==> config.mk <==
export PLATFORM = sky130hd
export DESIGN_NAME = lcd_frame_arbiter
export DESIGN_NICKNAME = d
export VERILOG_FILES = /design/src/rtl/lcd_arb_pkg.sv /design/src/rtl/rr_arbiter.sv /design/src/rtl/lcd_frame_arbiter.sv
export SDC_FILE = /design/constraint.sdc
export NUM_CORES = 1
export LEC_CHECK = 0
export ABC_AREA = 1
export BUFFER_PORTS_ARGS = -buffer_cell sky130_fd_sc_hd__buf_4
export CORE_AREA = 2 2 512 514
export DETAILED_ROUTE_END_ITERATION = 12
export DIE_AREA = 0 0 514 516
export PLACE_DENSITY = 0.3
export SLEW_MARGIN = 20
export SYNTH_ARGS = -nofsm -noshare
export SYNTH_HDL_FRONTEND = slang
export SYNTH_SLANG_ARGS = --single-unit
==> constraint.sdc <==
create_clock -name clk -period 4.2 [get_ports clk]
set_clock_uncertainty 0.1 [all_clocks]
set_input_delay 0.63 -clock clk [delete_from_list [all_inputs] [get_ports clk]]
set_output_delay 0.63 -clock clk [all_outputs]
set_load 0.05 [all_outputs]
==> src/rtl/lcd_arb_pkg.sv <==
// Shared types and default timing constants for the LCD frame arbiter.
package lcd_arb_pkg;

  localparam int DEF_HOLD_CYC  = 100_000;
  localparam int DEF_FRAME_CYC = 8_000_000;
  localparam int IDX_W         = 3;

  localparam logic [127:0] BLANK_LINE = {16{8'h20}};

  typedef enum logic [1:0] {
    WAIT_RDY,
    IDLE,
    ASSERT,
    SETTLE
  } state_t;

  typedef struct packed {
    logic [127:0] line1;
    logic [127:0] line2;
  } lcd_frame_t;

endpackage

==> src/rtl/rr_arbiter.sv <==
// Combinational round-robin picker: first active request at or above ptr, wrapping.
module rr_arbiter
  import lcd_arb_pkg::*;
#(
  parameter int N_REQ = 4
) (
  input  logic [N_REQ-1:0] req,
  input  logic [IDX_W-1:0] ptr,
  output logic [N_REQ-1:0] winner,
  output logic [IDX_W-1:0] idx,
  output logic             valid
);

  logic [7:0]       req8;
  logic [3:0]       sum;
  logic [IDX_W-1:0] cand;

  // Widen req to 8 bits so a 3-bit candidate index always fits.
  always_comb begin
    req8   = '0;
    req8[N_REQ-1:0] = req;
    idx    = '0;
    valid  = 1'b0;
    sum    = '0;
    cand   = '0;
    winner = '0;
    for (int k = 0; k < N_REQ; k++) begin
      sum = {1'b0, ptr} + 4'(k);
      if (sum >= 4'(N_REQ)) sum = sum - 4'(N_REQ);
      cand = sum[IDX_W-1:0];
      if (!valid && req8[cand]) begin
        valid = 1'b1;
        idx   = cand;
      end
    end
    for (int i = 0; i < N_REQ; i++) winner[i] = valid && (idx == IDX_W'(i));
  end

endmodule

==> src/rtl/lcd_frame_arbiter.sv <==
// Round-robin arbiter sharing one lcd_controller among N_REQ frame producers.
// Optional LCD_ARB_SKIP_DUP_EN: a grant whose frame matches the displayed one completes at once.
module lcd_frame_arbiter
  import lcd_arb_pkg::*;
#(
  parameter int N_REQ     = 4,
  parameter int HOLD_CYC  = DEF_HOLD_CYC,
  parameter int FRAME_CYC = DEF_FRAME_CYC
) (
  input  logic                 clk,
  input  logic                 reset,
  input  logic [N_REQ-1:0]     req,
  input  logic [N_REQ*128-1:0] req_line1,
  input  logic [N_REQ*128-1:0] req_line2,
  input  logic                 lcd_ready,
  output logic [127:0]         line1,
  output logic [127:0]         line2,
  output logic                 refresh,
  output logic [N_REQ-1:0]     gnt,
  output logic [N_REQ-1:0]     done,
  output logic                 abort,
  output logic                 busy,
  output logic [2:0]           owner
);

  localparam int CNT_MAX = (HOLD_CYC > FRAME_CYC) ? HOLD_CYC : FRAME_CYC;
  localparam int CNT_W   = $clog2(CNT_MAX + 1);
  localparam logic [CNT_W-1:0] HOLD_LOAD  = CNT_W'(HOLD_CYC - 1);
  localparam logic [CNT_W-1:0] FRAME_LOAD = CNT_W'(FRAME_CYC - 1);

  state_t           state, state_nxt;
  logic [CNT_W-1:0] cnt, cnt_nxt;
  logic [IDX_W-1:0] ptr, ptr_nxt, owner_nxt;
  lcd_frame_t       frame, frame_nxt, win_frame;
  logic             refresh_nxt, abort_nxt, busy_nxt;
  logic [N_REQ-1:0] gnt_nxt, done_nxt, win_onehot;
  logic [IDX_W-1:0] win_idx;
  logic             win_valid;

  rr_arbiter #(.N_REQ(N_REQ)) u_rr (
    .req    (req),
    .ptr    (ptr),
    .winner (win_onehot),
    .idx    (win_idx),
    .valid  (win_valid)
  );

  always_comb begin
    win_frame = '{line1: BLANK_LINE, line2: BLANK_LINE};
    for (int i = 0; i < N_REQ; i++) begin
      if (win_onehot[i]) begin
        win_frame.line1 = req_line1[i*128 +: 128];
        win_frame.line2 = req_line2[i*128 +: 128];
      end
    end
  end

  // Every output is computed here as a next value and registered below.
  always_comb begin
    state_nxt   = state;
    cnt_nxt     = cnt;
    ptr_nxt     = ptr;
    owner_nxt   = owner;
    frame_nxt   = frame;
    refresh_nxt = refresh;
    gnt_nxt     = '0;
    done_nxt    = '0;
    abort_nxt   = 1'b0;
    unique case (state)
      WAIT_RDY: begin
        if (lcd_ready) state_nxt = IDLE;
      end
      IDLE: begin
        if (win_valid) begin
          owner_nxt = win_idx;
          ptr_nxt   = (win_idx == IDX_W'(N_REQ - 1)) ? '0 : win_idx + 1'b1;
          gnt_nxt   = win_onehot;
          frame_nxt = win_frame;
`ifdef LCD_ARB_SKIP_DUP_EN
          if (win_frame == frame) begin
            done_nxt = win_onehot;
          end else begin
            refresh_nxt = 1'b1;
            cnt_nxt     = HOLD_LOAD;
            state_nxt   = ASSERT;
          end
`else
          refresh_nxt = 1'b1;
          cnt_nxt     = HOLD_LOAD;
          state_nxt   = ASSERT;
`endif
        end
      end
      ASSERT: begin
        if (!lcd_ready) begin
          refresh_nxt = 1'b0;
          abort_nxt   = 1'b1;
          state_nxt   = WAIT_RDY;
        end else if (cnt == '0) begin
          refresh_nxt = 1'b0;
          cnt_nxt     = FRAME_LOAD;
          state_nxt   = SETTLE;
        end else begin
          cnt_nxt = cnt - 1'b1;
        end
      end
      SETTLE: begin
        if (!lcd_ready) begin
          abort_nxt = 1'b1;
          state_nxt = WAIT_RDY;
        end else if (cnt == '0) begin
          for (int i = 0; i < N_REQ; i++) done_nxt[i] = (owner == IDX_W'(i));
          state_nxt = IDLE;
        end else begin
          cnt_nxt = cnt - 1'b1;
        end
      end
      default: state_nxt = WAIT_RDY;
    endcase
    busy_nxt = (state_nxt != IDLE);
  end

  always_ff @(posedge clk) begin
    if (reset) begin
      state   <= WAIT_RDY;
      cnt     <= '0;
      ptr     <= '0;
      owner   <= '0;
      frame   <= '{line1: BLANK_LINE, line2: BLANK_LINE};
      refresh <= 1'b0;
      gnt     <= '0;
      done    <= '0;
      abort   <= 1'b0;
      busy    <= 1'b0;
    end else begin
      state   <= state_nxt;
      cnt     <= cnt_nxt;
      ptr     <= ptr_nxt;
      owner   <= owner_nxt;
      frame   <= frame_nxt;
      refresh <= refresh_nxt;
      gnt     <= gnt_nxt;
      done    <= done_nxt;
      abort   <= abort_nxt;
      busy    <= busy_nxt;
    end
  end

  assign line1 = frame.line1;
  assign line2 = frame.line2;

endmodule
Word level (Yosys, flattened, before mapping):

Index checks and enable logic that the tools add are counted.

* memories kept: 0
* RAM bits: 0
* latch bits: 0
* bits in read-only memories: 0
* input port bits: 1031
* register bits: 298
* logic and storage cells: 115

* multipliers: 0
* shift-type cells: 0
* bitwise logic cells: 6
* div/mod/pow operators: 0
* eq/ne operators: 15
* $lt $le $gt $ge: 8
* add/sub/neg operators: 9
* reductions and logical operators: 23
* multiplexer cells: 43

Operators by type and width (number)
* 256-bit 2-to-1 mux: 4
* 23-bit 2-to-1 mux: 5
* 23-bit one-hot mux with 3 select lines: 1
* 3-bit 2-to-1 mux: 9
* 23-bit logical NOT: 1
* 23-bit by 1-bit subtractor with 23-bit output (second input constant): 1
* 3-bit by 4-bit less-than comparator with 1-bit output (second input constant): 4
* 1-bit binary-select mux with 3-bit select: 4
* 3-bit by 2-bit equality test with 1-bit output (second input constant): 4
* 4-bit by 3-bit greater-or-equal comparator with 1-bit output (second input constant): 3
* 1-bit 2-to-1 mux: 12
* 2-bit 2-to-1 mux: 6
* 3-bit subtractor (second input constant): 4
* 3-bit by 2-bit adder with 4-bit output (second input constant): 2
* 2-bit one-hot mux with 4 select lines: 1
* 1-bit logical AND: 7
* 3-bit by 1-bit equality test with 1-bit output (second input constant): 2
* 3-bit logical NOT: 2
* 2-bit != test (second input constant): 3
* 1-bit NOT: 6
* 5-bit AND reduction: 1
* 3-bit by 1-bit adder with 4-bit output (second input constant): 1
* 2-bit equality test (second input constant): 2
* 2-bit by 1-bit != test with 1-bit output (second input constant): 2
* 14 further kinds: 17

Longest topological paths before layout:

Gate-level depths: netlist (run 1).

* depth in word-level cells: 20
* gate-level depth with buffers: 26
* gate-level depth less buffers: 19

By module:

A second synthesis (run 1) with hierarchy kept.

* cells, all modules: 2705
* area total of the unflattened synthesis: 17889.7 sq um

Modules (own cells, without submodules)
* lcd_frame_arbiter: seq. area each 5965.7 sq um, area each 17519.3 sq um, cells each 2638, times used 1
* rr_arbiter: seq. area each 0.0 sq um, area each 370.4 sq um, cells each 67, times used 1

Least setup slack after synthesis (run 1):

OpenSTA, ideal clock, no wires.

* kind: reg2reg
* start: reg ptr[0]
* end: reg frame (netlist bit line2[51])
* setup slack: 0.760 ns
* data arrival time: 3.270 ns
* cell stages (with the launch flop): 26
* library setup time: 0.070 ns
* clock period less this slack: 3.440 ns
* path buffers: 8
* path through: dfxtp_1 buf_6 inv_4 ha_1 inv_1 nand3_1 nand3_1 nand4_2 buf_6 buf_6 buf_4 nand2_1 nand2_1 o21ai_2 inv_1 ha_1 clkbuf_1 buf_2 clkbuf_1 buf_1 nand3_1 nand2_1 nand2_1 nand2_1 nand2_1 a21oi_1

* word-level cells in the longest chain between the ends: 20

Ends and longest elaborated chain
* start, declared: RTL line lcd_frame_arbiter.sv:33 `logic [IDX_W-1:0] ptr, ptr_nxt, owner_nxt;`
* start signal, assigned: RTL line lcd_frame_arbiter.sv:138 `ptr <= ptr_nxt;`
* parallel branches: the longest is 13 deep, another holds 3-bit by 1-bit adder with 4-bit output
* 3-bit 2-to-1 mux *: RTL line rr_arbiter.sv:31 `if (!valid && req8[cand]) begin`
* net u_rr.idx[0]: RTL line rr_arbiter.sv:10 `output logic [IDX_W-1:0] idx,`
* 3-bit logical NOT: RTL line rr_arbiter.sv:36 `for (int i = 0; i < N_REQ; i++) winner[i] = valid && (idx == IDX_W'(i));`
* 1-bit logical AND: RTL line rr_arbiter.sv:36
* 256-bit 2-to-1 mux (3 in series): RTL line lcd_frame_arbiter.sv:51 `if (win_onehot[i]) begin`
* 256-bit 2-to-1 mux *: RTL line lcd_frame_arbiter.sv:51
* end signal, assigned: RTL line lcd_frame_arbiter.sv:129 `frame <= '{line1: BLANK_LINE, line2: BLANK_LINE};`
* end signal, assigned: RTL line lcd_frame_arbiter.sv:140 `frame <= frame_nxt;`
* end, declared: RTL line lcd_frame_arbiter.sv:34 `lcd_frame_t frame, frame_nxt, win_frame;`

Mark *: on every way through the listed nets, which the timed path passes. The select of a mux whose other input is x is not followed.
A chain may end at the register's enable or synchronous reset.

Worst setup path in the final report (run 1):

* start: reg ptr[1]
* end: reg frame (netlist bit line2[69])

The elaborated chain is that of the path after synthesis.

==> impl_metrics.ini, run 1 <==
[status]
status = complete, no violations

[drt]
dr.pass1.iters = 6
route.detailed.drc = 0
viasPerCell = 3.73
drt_iter0_drc = 1968
ant_nets = 0
vias = 33700
post_drt_wl_per_cell_um = 23.7
wl_mm = 214

[setup_path]
max_stage_delay_ns = 0.53
r2r_start = ptr[1]$_SDFFE_PP0P_
worstPathRequired_ns = 4.71
rrSetupSlack_ns = 0.37
reg2reg_depth = 16
cp_cell_sequence = inv_2 -> ha_1 -> inv_1 -> nand3_1 -> nand3_1 -> a21oi_1 -> nand2_1 -> o21ai_2 -> inv_1 -> ha_4 -> nand2_1 -> buf_4 -> o21ai_0 -> o21bai_1 -> nand2_1 -> nand2_1
crit_slowest_cell = nand2_1
crit_path_start = ptr[1]$_SDFFE_PP0P_
path_max_fanout = 18
cp.arrival_ns = 4.34
critPathKind = register to register
worstReg2RegEnd = line2[69]$_SDFFE_PP1P_
crit_path_end_kind = register
crit_top_cell = nand2_1
crit_path_end = line2[69]$_SDFFE_PP1P_
startpoint_type = register

[place]
pre_cts_slack_ns = 0.361
globalplace.congestion = 0.880
dp_hpwl_mm = 173
placed_area_sq_um = 38400
place.port_buffers = 1300

[yosys]
synthMuxAreaShare = 0.000559
yosysWarningCount = 0
synth_seq_cells = 298
ys_async_sr_fraction = 0
avgSynthCellArea_sq_um = 5.51
synth-compound-area-share = 0.128
syn-num-nets = 5507
syn-cell-area_sq_um = 24600
syn_inst = 4465
synth-simple-area-share = 0.471
synth_cell_types = 38
synthAdderAreaFrac = 0.00559
ys_seq_area_frac = 0.242
synth-edff-count = 0
synth_flop_cell = dfxtp_1
synth_xor_area_frac = 0.00569
synth_top_family_by_area = simple AND/OR/NAND/NOR gates

[flow_run]
maxCapViolations = 0

[final_layout]
fin_area_sq_um = 40300
layout_commonest_cell = buf_4
fillCellCount = 30600
drive_gt1_frac = 0.312
fin_nets = 6616
syn_to_final_growth_pct = 63.5
final_cell_mix = 1380 x buf_4, 1301 x nand2_1, 731 x nand3_1
post-route-util = 0.155

[clock_tree]
clock_sinks = 298
cts.hold.buffers_added = 0
cts_buffers = 54
htree_num_levels = 2
cts_root_buf = clkbuf_16
clk_latency_ns = 0.69
cts_setup_buffers = 0
clk_path_buf_depth = 3
ctsResizeCount = 0
cts.reportedPaths.clkPinSlew_ns = 0.06
cts_tree = yes

[sta]
final.min_clock_period_ns = 3.83
fin_crit_sh = 0.912
fmax_ghz = 0.261
worstMarginPinSlew_ns = 0.963
slew_headroom = 0.358
slew_viol_final = 0
rsz0062_at_grt = false
tns_ns = 0
layout_setup_ws_ns = 0.369
fin_worst_hold_slack_ns = 0.174
finalSetupViolations = 0
finalHoldViolations = 0

[global_routing]
first_global_vias = 34100
antenna_found_initial = 90
grt_pass1_wl_mm = 286
grt-ovfl-total = 0
grt_max_degree = 174
grtUsageTotal = 0.154

[power_and_ir_drop]
leakagePower_nw = 20.8
power.density_nw_per_um2 = 730
ir_drop_uv = 447

[die]
fp.coreArea_sq_um = 259000
rows = 187
die_h_um = 516
start_util = 0.0949
die-area_sq_um = 265000
io_pins = 1301
die_x_um = 514

[min_path]
worstHoldPathType = primary input to register
min-delay-start = lcd_ready
-- logic make-up after synthesis --
group / count (synthesis)
multiplexers: 1
flip-flops: 298
adder cells (fa/ha/maj): 11
AND/OR/NAND/NOR: 2667
XOR/XNOR: 16
AO/OA/AOI/OAI: 608
buffers and inverters: 864
-- Yosys cell counts, types with 2 or more instances --
cell type     n  share of area
inv_1       488          0.074
buf_2       104          0.021
or2_2       226          0.057
buf_4        23         0.0070
o211ai_1      3        0.00091
xor2_1       11         0.0039
nand3_1     731           0.15
inv_2         4        0.00061
buf_6        19         0.0087
o21bai_1     32         0.0098
clkbuf_1    203          0.031
nor2_1      349          0.053
ha_1         11         0.0056
buf_1        20         0.0030
a21oi_1     288          0.059
nor3_1       45         0.0091
o21ai_0     279          0.057
nor2_2        2        0.00051
o21ai_1       3        0.00061
nand2_1    1302           0.20
xnor2_1       5         0.0018
dfxtp_1     298           0.24
nand4_1       4         0.0010
-- layout make-up --
| type | count | area [sq um] | area share |
|---|---|---|---|
| antenna | 34 | 85.1 | 0.00211 |
| clock buffer | 81 | 1620 | 0.0402 |
| clock inverter | 13 | 124 | 0.00308 |
| inverter | 494 | 1880 | 0.0467 |
| multi-input combinational | 3303 | 15100 | 0.375 |
| sequential | 298 | 5970 | 0.148 |
| tap | 3402 | 4260 | 0.106 |
| timing repair buffer | 1423 | 11200 | 0.279 |
-- power breakdown --
part | switching, mW | internal, mW | total, mW
logic | 14.3 | 6.60 | 20.9
registers | 0.405 | 3.42 | 3.83
clock network | 1.93 | 2.74 | 4.67
-- worst min path at each step --
stage / endpoint / slack (ns) / depth (start not counted)
floorplan: cnt[21]$_SDFFE_PP0P_ / 0.35 / 2
global placement: refresh$_SDFFE_PP0P_ / 0.34 / 2
detailed placement: refresh$_SDFFE_PP0P_ / 0.34 / 2
CTS: line2[33]$_SDFFE_PP0P_ / 0.09 / 4
global route: abort$_SDFF_PP0_ / 0.13 / 2
finish: abort$_SDFF_PP0_ / 0.17 / 2
-- layer usage --
layer  share of wire  up-vias  wire length, um  global-route usage
met5          0.0022        -              474                   0
met4           0.030       72             6380              0.0451
met3           0.094      241            20100              0.0597
met2            0.48     1299           103000               0.266
met1            0.40    15800            84800               0.174
li1                -    16300                -                   -
-- stage by stage --
stage                     instances  power, mW
after CTS                      9014       30.1
after global routing           9025       32.0
after global placement         8920       25.3
after detailed placement       8920       25.2
final                          9048       29.4
after floorplan                4465       16.5
-- worst max-delay path, delay by kind of cell (launching register included) --
family          cells  cell delay [ns]
simple gates        6             1.09
compound gates      4             0.87
fa+ha+maj           2             0.58
flops               1             0.41
buf+inv             4             0.70
-- registers in the layout, indices dropped and copies added, names as in the netlist --
signal,flops
abort,1
busy,1
cnt,23
done,4
gnt,4
line1,128
line2,128
owner,3
ptr,3
refresh,1
state,2
Note: power is estimated with default switching activity, not from simulation.
==> run 2, diff against run 1 <==
- ABC_AREA: 1 -> 0
- CORE_AREA: 2 2 512 514 -> 2 2 501 503
- DIE_AREA: 0 0 514 516 -> 0 0 503 505
==> run 2 against run 1 <==
  * Via count down 25%
  * Wire length down 11%
  * Hold slack worse by 0.012 ns
  * Maximum frequency down 5.8%
  * Die area down 4.2%
  * Global-route usage down 1.2 points
  * Combinational power down 45%
  * Clock power down 10%
==> impl_metrics.ini, run 2 <==
[clock_tree]
htree_num_levels = 2
clk_latency_ns = 0.67
cts_tree = yes
cts.reportedPaths.clkPinSlew_ns = 0.06
clock_sinks = 298
cts_buffers = 48
clk_path_buf_depth = 3
cts_root_buf = clkbuf_16

[setup_path]
cp_top_family = compound AO/OA/AOI/OAI gates
crit_top_cell = o21ai_0
max_stage_delay_ns = 0.58
crit_path_end_kind = register
crit_buf_inv = 3
critPathKind = register to register
crit_slowest_cell = a22oi_1
path_max_fanout = 62
startpoint_type = register
worstPathRequired_ns = 4.59
cp.arrival_ns = 4.46
cp_cell_sequence = inv_1 -> ha_1 -> buf_4 -> mux4_2 -> o21ai_0 -> nand2_1 -> a211o_1 -> nand3_2 -> ha_4 -> nor2b_4 -> buf_12 -> a22oi_1 -> o21ai_0 -> a221oi_1 -> nor3_1

[power_and_ir_drop]
leakagePower_nw = 14.0
ir_drop_uv = 233
p_comb_frac = 0.597
seqPwrFrac = 0.184
p_sw_mw = 9.39
pwr-share-clk = 0.219
power.density_nw_per_um2 = 557
intPower_mw = 9.77
sw_frac_of_total = 0.490

[final_layout]
layout_commonest_cell = buf_4
fin_nets = 4709
fin_cells = 7055
syn_to_final_growth_pct = 94.7
final_cell_mix = 1484 x buf_4, 327 x nor3_1, 298 x dfxtp_1
fin_area_sq_um = 34400
drive_gt1_frac = 0.440
post-route-util = 0.139

[sta]
fin_crit_sh = 0.969
finalSetupViolations = 0
rsz0062_at_grt = false
worstMarginPinSlew_ns = 1.02
finalHoldViolations = 0
fmax_ghz = 0.246
slew_viol_final = 0
final.min_clock_period_ns = 4.07
slew_headroom = 0.318

[drt]
route.detailed.drc = 0
vias = 25300
viasPerCell = 3.59
wirelength_met1_mm = 79.2
wl_mm = 191
drt_iter0_drc = 1707
dr.pass1.iters = 6
met2_length_mm = 89.7
post_drt_wl_per_cell_um = 27.1
route.met3.wl_mm = 17.7
ant_nets = 0
top_layer = met5

[yosys]
synth_seq_cells = 298
yosysWarningCount = 0
synth_area_leaders = dfxtp_1 34%, a221oi_1 13%, nor3_1 9.3%
synth_cell_types = 63
synth_top_family_by_area = compound AO/OA/AOI/OAI gates
ys_async_sr_fraction = 0
synth_flop_cell = dfxtp_1
synth.most_common_cell = nor3_1
netlist.area_leader.share = 0.338
ys_top_cells_by_count = 327 x nor3_1, 298 x dfxtp_1, 287 x nor2_1
synth_xor_area_frac = 0
synth-edff-count = 0
yosysTopAreaCell = dfxtp_1
synthAdderAreaFrac = 0.00779
ys_seq_area_frac = 0.338
syn-num-nets = 3407
synth-compound-area-share = 0.337
syn_inst = 2365
synth-simple-area-share = 0.239
synthMuxAreaShare = 0.00432
avgSynthCellArea_sq_um = 7.47
syn-cell-area_sq_um = 17700

[global_routing]
grt-ovfl-total = 0
grtUsageTotal = 0.142
grt_pass1_wl_mm = 245
first_global_vias = 25400
antenna_found_initial = 85
grt_max_degree = 93

[die]
start_util = 0.0712
die_h_um = 505
fp.coreArea_sq_um = 248000
rows = 183
io_pins = 1301
die-area_sq_um = 254000
die_x_um = 503

[place]
placed_cells = 6946
dp_hpwl_mm = 162
globalplace.congestion = 0.901
placed_area_sq_um = 32700
place.port_buffers = 1300

[min_path]
worstHoldPathType = primary input to register

[status]
status = complete, no violations

[flow_run]
maxCapViolations = 0
==> run 2: cell types whose count changed after synthesis, moves of 62 or more <==
cell | previous run | this run
nand2_1 | 1302 | 155
nor3_1 | 45 | 327
buf_2 | 104 | 26
a221oi_1 | 0 | 256
inv_1 | 488 | 50
or2_2 | 226 | 3
a21oi_1 | 288 | 52
nor2_1 | 349 | 287
nand3_1 | 731 | 13
a22oi_1 | 0 | 140
a211oi_1 | 0 | 89
nor2b_1 | 0 | 86
o21ai_0 | 279 | 145
==> run 2: cell type report <==
type	count	area (sq um)
clock buffer	70	1370
timing repair buffer	1525	11900
multi-input combinational	1744	10500
tap	3330	4170
fill	28900	214000
antenna	28	70.1
inverter	50	190
clock inverter	10	158
sequential	298	5970
==> run 2: kinds of logic after synthesis <==
family | count (synthesis)
compound gates | 812
fa+ha+maj | 11
simple gates | 915
mux | 6
flops | 298
buf+inv | 323
==> run 2: what timing repair did <==
action,in CTS,in global routing
setup endpoints to repair,1,32
hold buffers,0,0
resized for setup,1,18
setup buffers,0,1
pin swaps,0,1
endpoints found under the hold margin,0,0
==> run 2: power groups by stage <==
| stage | logic, mW | registers [mW] | clock network (mW) |
|---|---|---|---|
| 2_1_floorplan | 4.58 | 4.88 | 0 |
| 3_3_place_gp | 11.5 | 3.58 | 0 |
| 3_5_place_dp | 11.5 | 3.59 | 0 |
| 4_1_cts | 11.5 | 3.54 | 4.44 |
| 5_1_grt | 12.2 | 3.59 | 4.50 |
| 6_report | 11.4 | 3.53 | 4.19 |
==> run 2: worst paths after layout <==
check / startpoint / cells past startpoint / end / slack (ns)
worst min register to register: line2[125]$_SDFFE_PP1P_ / 1 / line2[125]$_SDFFE_PP1P_ / 0.37
worst max register to register: ptr[0]$_SDFFE_PP0P_ / 15 / line1[55]$_SDFFE_PP0P_ / 0.13
worst max-delay path: ptr[0]$_SDFFE_PP0P_ / 15 / line1[55]$_SDFFE_PP0P_ / 0.13
worst min-delay path: req_line2[470] / 3 / line2[86]$_SDFFE_PP0P_ / 0.16
==> run 2: worst reg2reg max path, cell delays in order, from the launching register on <==
cell,delay [ns]
dfxtp_1,0.33
inv_1,0.06
ha_1,0.34
buf_4,0.18
mux4_2,0.33
o21ai_0,0.14
nand2_1,0.08
a211o_1,0.27
nand3_2,0.12
ha_4,0.24
nor2b_4,0.08
buf_12,0.16
a22oi_1,0.81
o21ai_0,0.17
a221oi_1,0.38
nor3_1,0.09
==> run 2: per-layer routing <==
layer,GRT usage,vias to the layer above
met3,0.0486,208
li1,-,11600
met5,0,-
met2,0.239,1301
met4,0.0314,36
met1,0.174,12200
==> run 2: metrics by stage <==
stage	hold WS (ns)	worst slack (ns)	power [mW]	TNS [ns]
2_1_floorplan	0.344	0.0328	9.45	0
3_3_place_gp	0.350	-0.0218	15.1	-0.0411
3_5_place_dp	0.354	0.0151	15.1	0
4_1_cts	0.0589	0.0198	19.5	0
5_1_grt	0.0916	0.0399	20.3	0
6_report	0.162	0.132	19.2	0
